==> config.mk <==
export PLATFORM = sky130hd
export DESIGN_NAME = serdes_tx_scheduler
export DESIGN_NICKNAME = d
export VERILOG_FILES = /design/src/rtl/serdes_pkg.sv /design/src/rtl/serdes_rr_arbiter.sv /design/src/rtl/serdes_tx_scheduler.sv
export SDC_FILE = /design/constraint.sdc
export NUM_CORES = 1
export LEC_CHECK = 0
export CAP_MARGIN = 20
export CORE_ASPECT_RATIO = 0.8
export CORE_UTILIZATION = 40
export DETAILED_ROUTE_END_ITERATION = 8
export PLACE_DENSITY_LB_ADDON = 0.2
export SLEW_MARGIN = 0
export SYNTH_ARGS = -nofsm -noshare
export SYNTH_HDL_FRONTEND = slang
export SYNTH_SLANG_ARGS = --single-unit
==> constraint.sdc <==
create_clock -name pclk -period 2.3 [get_ports pclk]
set_input_delay 0.46 -clock pclk [delete_from_list [all_inputs] [get_ports pclk]]
set_output_delay 0.46 -clock pclk [all_outputs]
set_load 0.02 [all_outputs]
==> src/rtl/serdes_pkg.sv <==
// Shared serdes types and constants: serializer ratio, scheduler FSM states and
// an index-width helper that never returns zero.
package serdes_pkg;

    localparam int SER_RATIO         = 8;
    localparam int SCHED_GAP_DEFAULT = SER_RATIO;

    typedef enum logic [1:0] {S_IDLE, S_ISSUE, S_GAP} sched_state_e;

    function automatic int idx_w(input int n);
        return (n > 1) ? $clog2(n) : 1;
    endfunction

endpackage

==> src/rtl/serdes_rr_arbiter.sv <==
// Combinational round-robin arbiter: the first asserted request after ptr
// (wrapping modulo NUM_REQ) wins. The grant is one-hot, or zero if nothing is requesting.
module serdes_rr_arbiter
    import serdes_pkg::*;
#(
    parameter  int NUM_REQ = 4,
    localparam int IW      = idx_w(NUM_REQ)
) (
    input  logic [NUM_REQ-1:0] req,
    input  logic [IW-1:0]      ptr,
    output logic [NUM_REQ-1:0] gnt,
    output logic [IW-1:0]      idx
);

    logic found_hi;
    logic found_lo;

    // Two passes: indices above ptr first, then the wrapped range 0..ptr.
    always_comb begin
        gnt      = '0;
        idx      = '0;
        found_hi = 1'b0;
        found_lo = 1'b0;
        for (int i = 0; i < NUM_REQ; i++) begin
            if (!found_hi && req[i] && (i > int'(ptr))) begin
                found_hi = 1'b1;
                idx      = IW'(i);
            end
        end
        if (!found_hi) begin
            for (int i = 0; i < NUM_REQ; i++) begin
                if (!found_lo && req[i] && (i <= int'(ptr))) begin
                    found_lo = 1'b1;
                    idx      = IW'(i);
                end
            end
        end
        if (found_hi || found_lo)
            gnt[idx] = 1'b1;
    end

endmodule

==> src/rtl/serdes_tx_scheduler.sv <==
// Round-robin scheduler that shares one serializer lane among NUM_REQ requesters, with a
// fixed guard gap after each issue. The optional per-requester grant counters are enabled by
// SERDES_SCHED_STATS_EN.
module serdes_tx_scheduler
    import serdes_pkg::*;
#(
    parameter  int DATA_WIDTH = 8,
    parameter  int NUM_REQ    = 4,
    parameter  int GAP_CYCLES = SCHED_GAP_DEFAULT,
    parameter  int CNT_WIDTH  = 16,
    localparam int IW         = idx_w(NUM_REQ)
) (
    input  logic                                pclk,
    input  logic                                rst_n,
    input  logic                                enable,
    input  logic [NUM_REQ-1:0]                  req_valid,
    input  logic [NUM_REQ-1:0][DATA_WIDTH-1:0]  req_data,
    output logic [NUM_REQ-1:0]                  req_ready,
    output logic [DATA_WIDTH-1:0]               ser_pdata,
    output logic                                ser_pdata_valid,
    output logic [IW-1:0]                       grant_id,
    output logic                                busy
`ifdef SERDES_SCHED_STATS_EN
    ,
    input  logic                                stats_clr,
    output logic [NUM_REQ-1:0][CNT_WIDTH-1:0]   grant_cnt
`endif
);

    localparam int GW = idx_w(GAP_CYCLES);

    sched_state_e         state, state_nxt;
    logic [IW-1:0]        ptr;
    logic [IW-1:0]        win_idx;
    logic [NUM_REQ-1:0]   win_gnt;
    logic [GW-1:0]        gap_cnt;
    logic                 xfer;

    serdes_rr_arbiter #(.NUM_REQ(NUM_REQ)) u_arb (
        .req (req_valid),
        .ptr (ptr),
        .gnt (win_gnt),
        .idx (win_idx)
    );

    always_ff @(posedge pclk or negedge rst_n) begin
        if (!rst_n) state <= S_IDLE;
        else        state <= state_nxt;
    end

    always_comb begin
        state_nxt = state;
        req_ready = '0;
        xfer      = 1'b0;
        case (state)
            S_IDLE: begin
                if (enable && |req_valid) begin
                    req_ready = win_gnt;
                    xfer      = 1'b1;
                    state_nxt = S_ISSUE;
                end
            end
            S_ISSUE: state_nxt = S_GAP;
            S_GAP:   if (gap_cnt == '0) state_nxt = S_IDLE;
            default: state_nxt = S_IDLE;
        endcase
    end

    // The word and index are captured only on a transfer and then held for the serializer.
    always_ff @(posedge pclk or negedge rst_n) begin
        if (!rst_n) begin
            ptr       <= IW'(NUM_REQ - 1);
            ser_pdata <= '0;
            grant_id  <= '0;
            gap_cnt   <= '0;
        end else begin
            if (xfer) begin
                ser_pdata <= req_data[win_idx];
                grant_id  <= win_idx;
                ptr       <= win_idx;
            end
            if (state == S_ISSUE)
                gap_cnt <= GW'(GAP_CYCLES - 1);
            else if (state == S_GAP && gap_cnt != '0)
                gap_cnt <= gap_cnt - 1'b1;
        end
    end

    assign ser_pdata_valid = (state == S_ISSUE);
    assign busy            = (state != S_IDLE);

`ifdef SERDES_SCHED_STATS_EN
    // Saturating counters; a clear takes priority over a grant in the same cycle.
    always_ff @(posedge pclk or negedge rst_n) begin
        if (!rst_n) begin
            grant_cnt <= '0;
        end else if (stats_clr) begin
            grant_cnt <= '0;
        end else if (xfer) begin
            for (int i = 0; i < NUM_REQ; i++) begin
                if (win_gnt[i] && grant_cnt[i] != '1)
                    grant_cnt[i] <= grant_cnt[i] + 1'b1;
            end
        end
    end
`endif

endmodule

==> reports/metrics.cfg, run 1 <==
[clock_network]
clk_path_buf_depth = 2
postCtsHoldBufs = 0
tritoncts = built
clock_latency_ns = 0.29
cts_buffers = 3
clockRootBuffer = clkbuf_4
htreeDepth = 1
cts.sinks = 17
path_clk_slew_ns = 0.11

[floorplan]
rows = 16
core_area_um2 = 2580
start_util_pct = 44.3
die_x_um = 61.8
io_pins = 55
die_h_um = 49.8
dieArea_um2 = 3080

[route]
drc = 0
routed_wl_um = 3480
ant_nets = 0
wl_per_cell_um = 14.5
drtIter0Drc = 48
routed-via-count = 1246
routed_via_density = 5.19
drtPass1Iterations = 4

[grt]
grt_pass1_wl_um = 5370
use_met1_pct = 30.2
use_met3_pct = 2.10
grt.total_usage_pct = 23.6
grt-ovfl-total = 0
antenna_found_initial = 0
grt_max_degree = 18
first_global_vias = 1255
top_usage_layer = met2
grt_use_met2_pct = 40.3

[placed_design]
dp_cells = 235
place_area_um2 = 1890
dp_hpwl_um = 2710
place_congestion = 0.815
numPortBuffers = 54

[setup_path]
reg2reg_depth = 6
regToRegSetupSlack_ns = 0.34
crit_required_ns = 1.84
crit_fanout = 6
cp.arrival_ns = 1.80
r2r_end = ser_pdata[3]
worstSetupEndpointType = primary output
criticalPathCategory = reg -> out
rr_startpoint = ptr[1]
worstSetupStartpointType = register
worstSetupStartpoint = ptr[1]

[logic_synthesis]
synth-seq-cells = 17
ys_types = 37
synth_area_per_cell_um2 = 9.22
synthArstFlopShare_pct = 100
synthesis.area_um2 = 1140
synthesis.instances = 124
synth_edf_count = 0
synthFlopType = dfrtp_1
yosys_warnings = 0
synth_fp_nets = 165
seq_area_frac_synth_pct = 37.4

[final_layout]
diodes = 0
fillers = 181
multiInputGateArea_um2 = 689
seq_area_um2 = 428
drive_above_1_share_pct = 25.0
area.growth.synth_to_final_pct = 70.2
fin_area_um2 = 1950
num-nets-final = 246
layoutNonFillerInstCount = 240
final_util_pct = 75.4

[timing]
fin_crit_ns = 2.26
skew_ns = 0.00108
finalSetupViolCount = 0
drv_slew = 0
relSlewSlack_pct = 73.0
worst_slew_pin_slew_ns = 0.394
max_freq_mhz = 442
period_share_pct = 98.4
hold_viol = 0
rsz0062_at_grt = yes

[min_path]
hold_class = in -> async

[run_status]
outcome = completed

[pwr]
power.total_mw = 2.10
leakage_nw = 0.867
peakVddDrop_uv = 667
power_density_nw_per_um2 = 1080

[flow_run]
maxCapViolations = 0

==> what timing repair did <==
action | in CTS | in global routing
endpoints found under the setup margin | 4 | 4
gates resized for setup | 27 | 9
buffers inserted | 0 | 1
pin swaps | 3 | 2
cloned | 0 | 0
==> report_power, final <==
group	switching (mW)	leakage (nW)	internal, mW	total (mW)
combinational	0.667	0.664	0.701	1.37
sequential	0.102	0.188	0.453	0.555
clock	0.107	0.0139	0.0661	0.173
total	0.876	0.867	1.22	2.10
==> layout make-up <==
| cell class | count | area share, % |
|---|---|---|
| timing repair buffer | 80 | 37.6 |
| tap | 36 | 2.31 |
| clock inverter | 1 | 0.386 |
| inverter | 6 | 1.16 |
| sequential | 17 | 22.0 |
| clock buffer | 3 | 1.16 |
| multi-input combinational | 97 | 35.4 |
==> state kept, by name, summed over array words and instances, names as in the netlist <==
signal	cells
gap_cnt	3
grant_id	2
state	2
ser_pdata	8
ptr	2
==> synth_stat cells, drive strengths merged (3+ instances only) <==
cell type	instances	area (µm²)
inv	6	22.5
mux2i	8	92.6
buf	4	28.8
a31oi	8	56.3
nand3	7	35.0
nand2	5	21.3
and2	3	18.8
nor2	19	73.8
dfrtp	15	375
a21o	3	22.5
o21ai	9	45.0
a21boi	8	60.1
a21oi	6	30.0
==> per-layer routing <==
layer / wire length, µm / vias up
met5: 0 / -
met4: 23 / 0
met3: 189 / 2
met2: 1740 / 53
met1: 1530 / 576
li1: - / 615
==> through the flow <==
stage,worst slack [ns],TNS [ns],hold WS (ns)
2_1_floorplan,0.0764,0,0.164
3_3_place_gp,-0.542,-2.12,0.465
3_5_place_dp,-0.632,-2.50,0.468
4_1_cts,0.00503,0,0.494
5_1_grt,-0.0308,-0.0735,0.527
6_report,0.0371,0,0.488
==> cell usage in the layout (no fill, tap or decap), types with 2 or more instances in the layout <==
cell,instances
ha_1,2
inv_1,5
o21ai_0,9
buf_6,3
nor2_1,18
a21o_1,3
buf_4,27
nand2b_1,2
a31oi_1,7
a21oi_1,6
dfrtp_1,15
and2_4,3
a2111oi_0,2
clkbuf_4,3
nand3_1,7
a21boi_1,8
dfstp_2,2
nand2_1,4
dlygate4sd2_1,4
nand3b_1,2
mux2i_1,7
clkdlybuf4s50_1,46
==> worst max path at each step <==
stage / cells past startpoint / slack (ns) / endpoint
floorplan: 5 / 0.08 / req_ready[0]
global placement: 7 / -0.54 / req_ready[0]
detailed placement: 7 / -0.63 / req_ready[0]
CTS: 5 / 0.005 / req_ready[2]
global route: 5 / -0.03 / req_ready[0]
finish: 5 / 0.04 / req_ready[2]
==> cell families (layout without fill, tap and decap cells) <==
kind of cell | Yosys count | after routing | share of synthesized area, %
simple gates | 44 | 44 | 18.6
compound gates | 43 | 43 | 29.2
flops | 17 | 17 | 37.4
buf+inv | 10 | 90 | 4.49
mux | 8 | 8 | 8.10
fa+ha+maj | 2 | 2 | 2.19
==> critical path, stage by stage (launching register included) <==
cell and delay [ns]:
dfstp_2 0.63, mux2i_4 0.30, o2bb2ai_2 0.12, nor2_4 0.15
and2_4 0.17, buf_4 0.14
No activity file was read; power rests on OpenSTA's default activity.
==> run 2: changes to the inputs <==
--- a/config.mk
+++ b/config.mk
@@ -10,7 +10,6 @@
 export CORE_UTILIZATION = 40
 export DETAILED_ROUTE_END_ITERATION = 8
 export PLACE_DENSITY_LB_ADDON = 0.2
-export SLEW_MARGIN = 0
 export SYNTH_ARGS = -nofsm -noshare
 export SYNTH_HDL_FRONTEND = slang
 export SYNTH_SLANG_ARGS = --single-unit
==> results of run 2 <==
The final DEF is identical to that of run 1; final timing and power are the same.
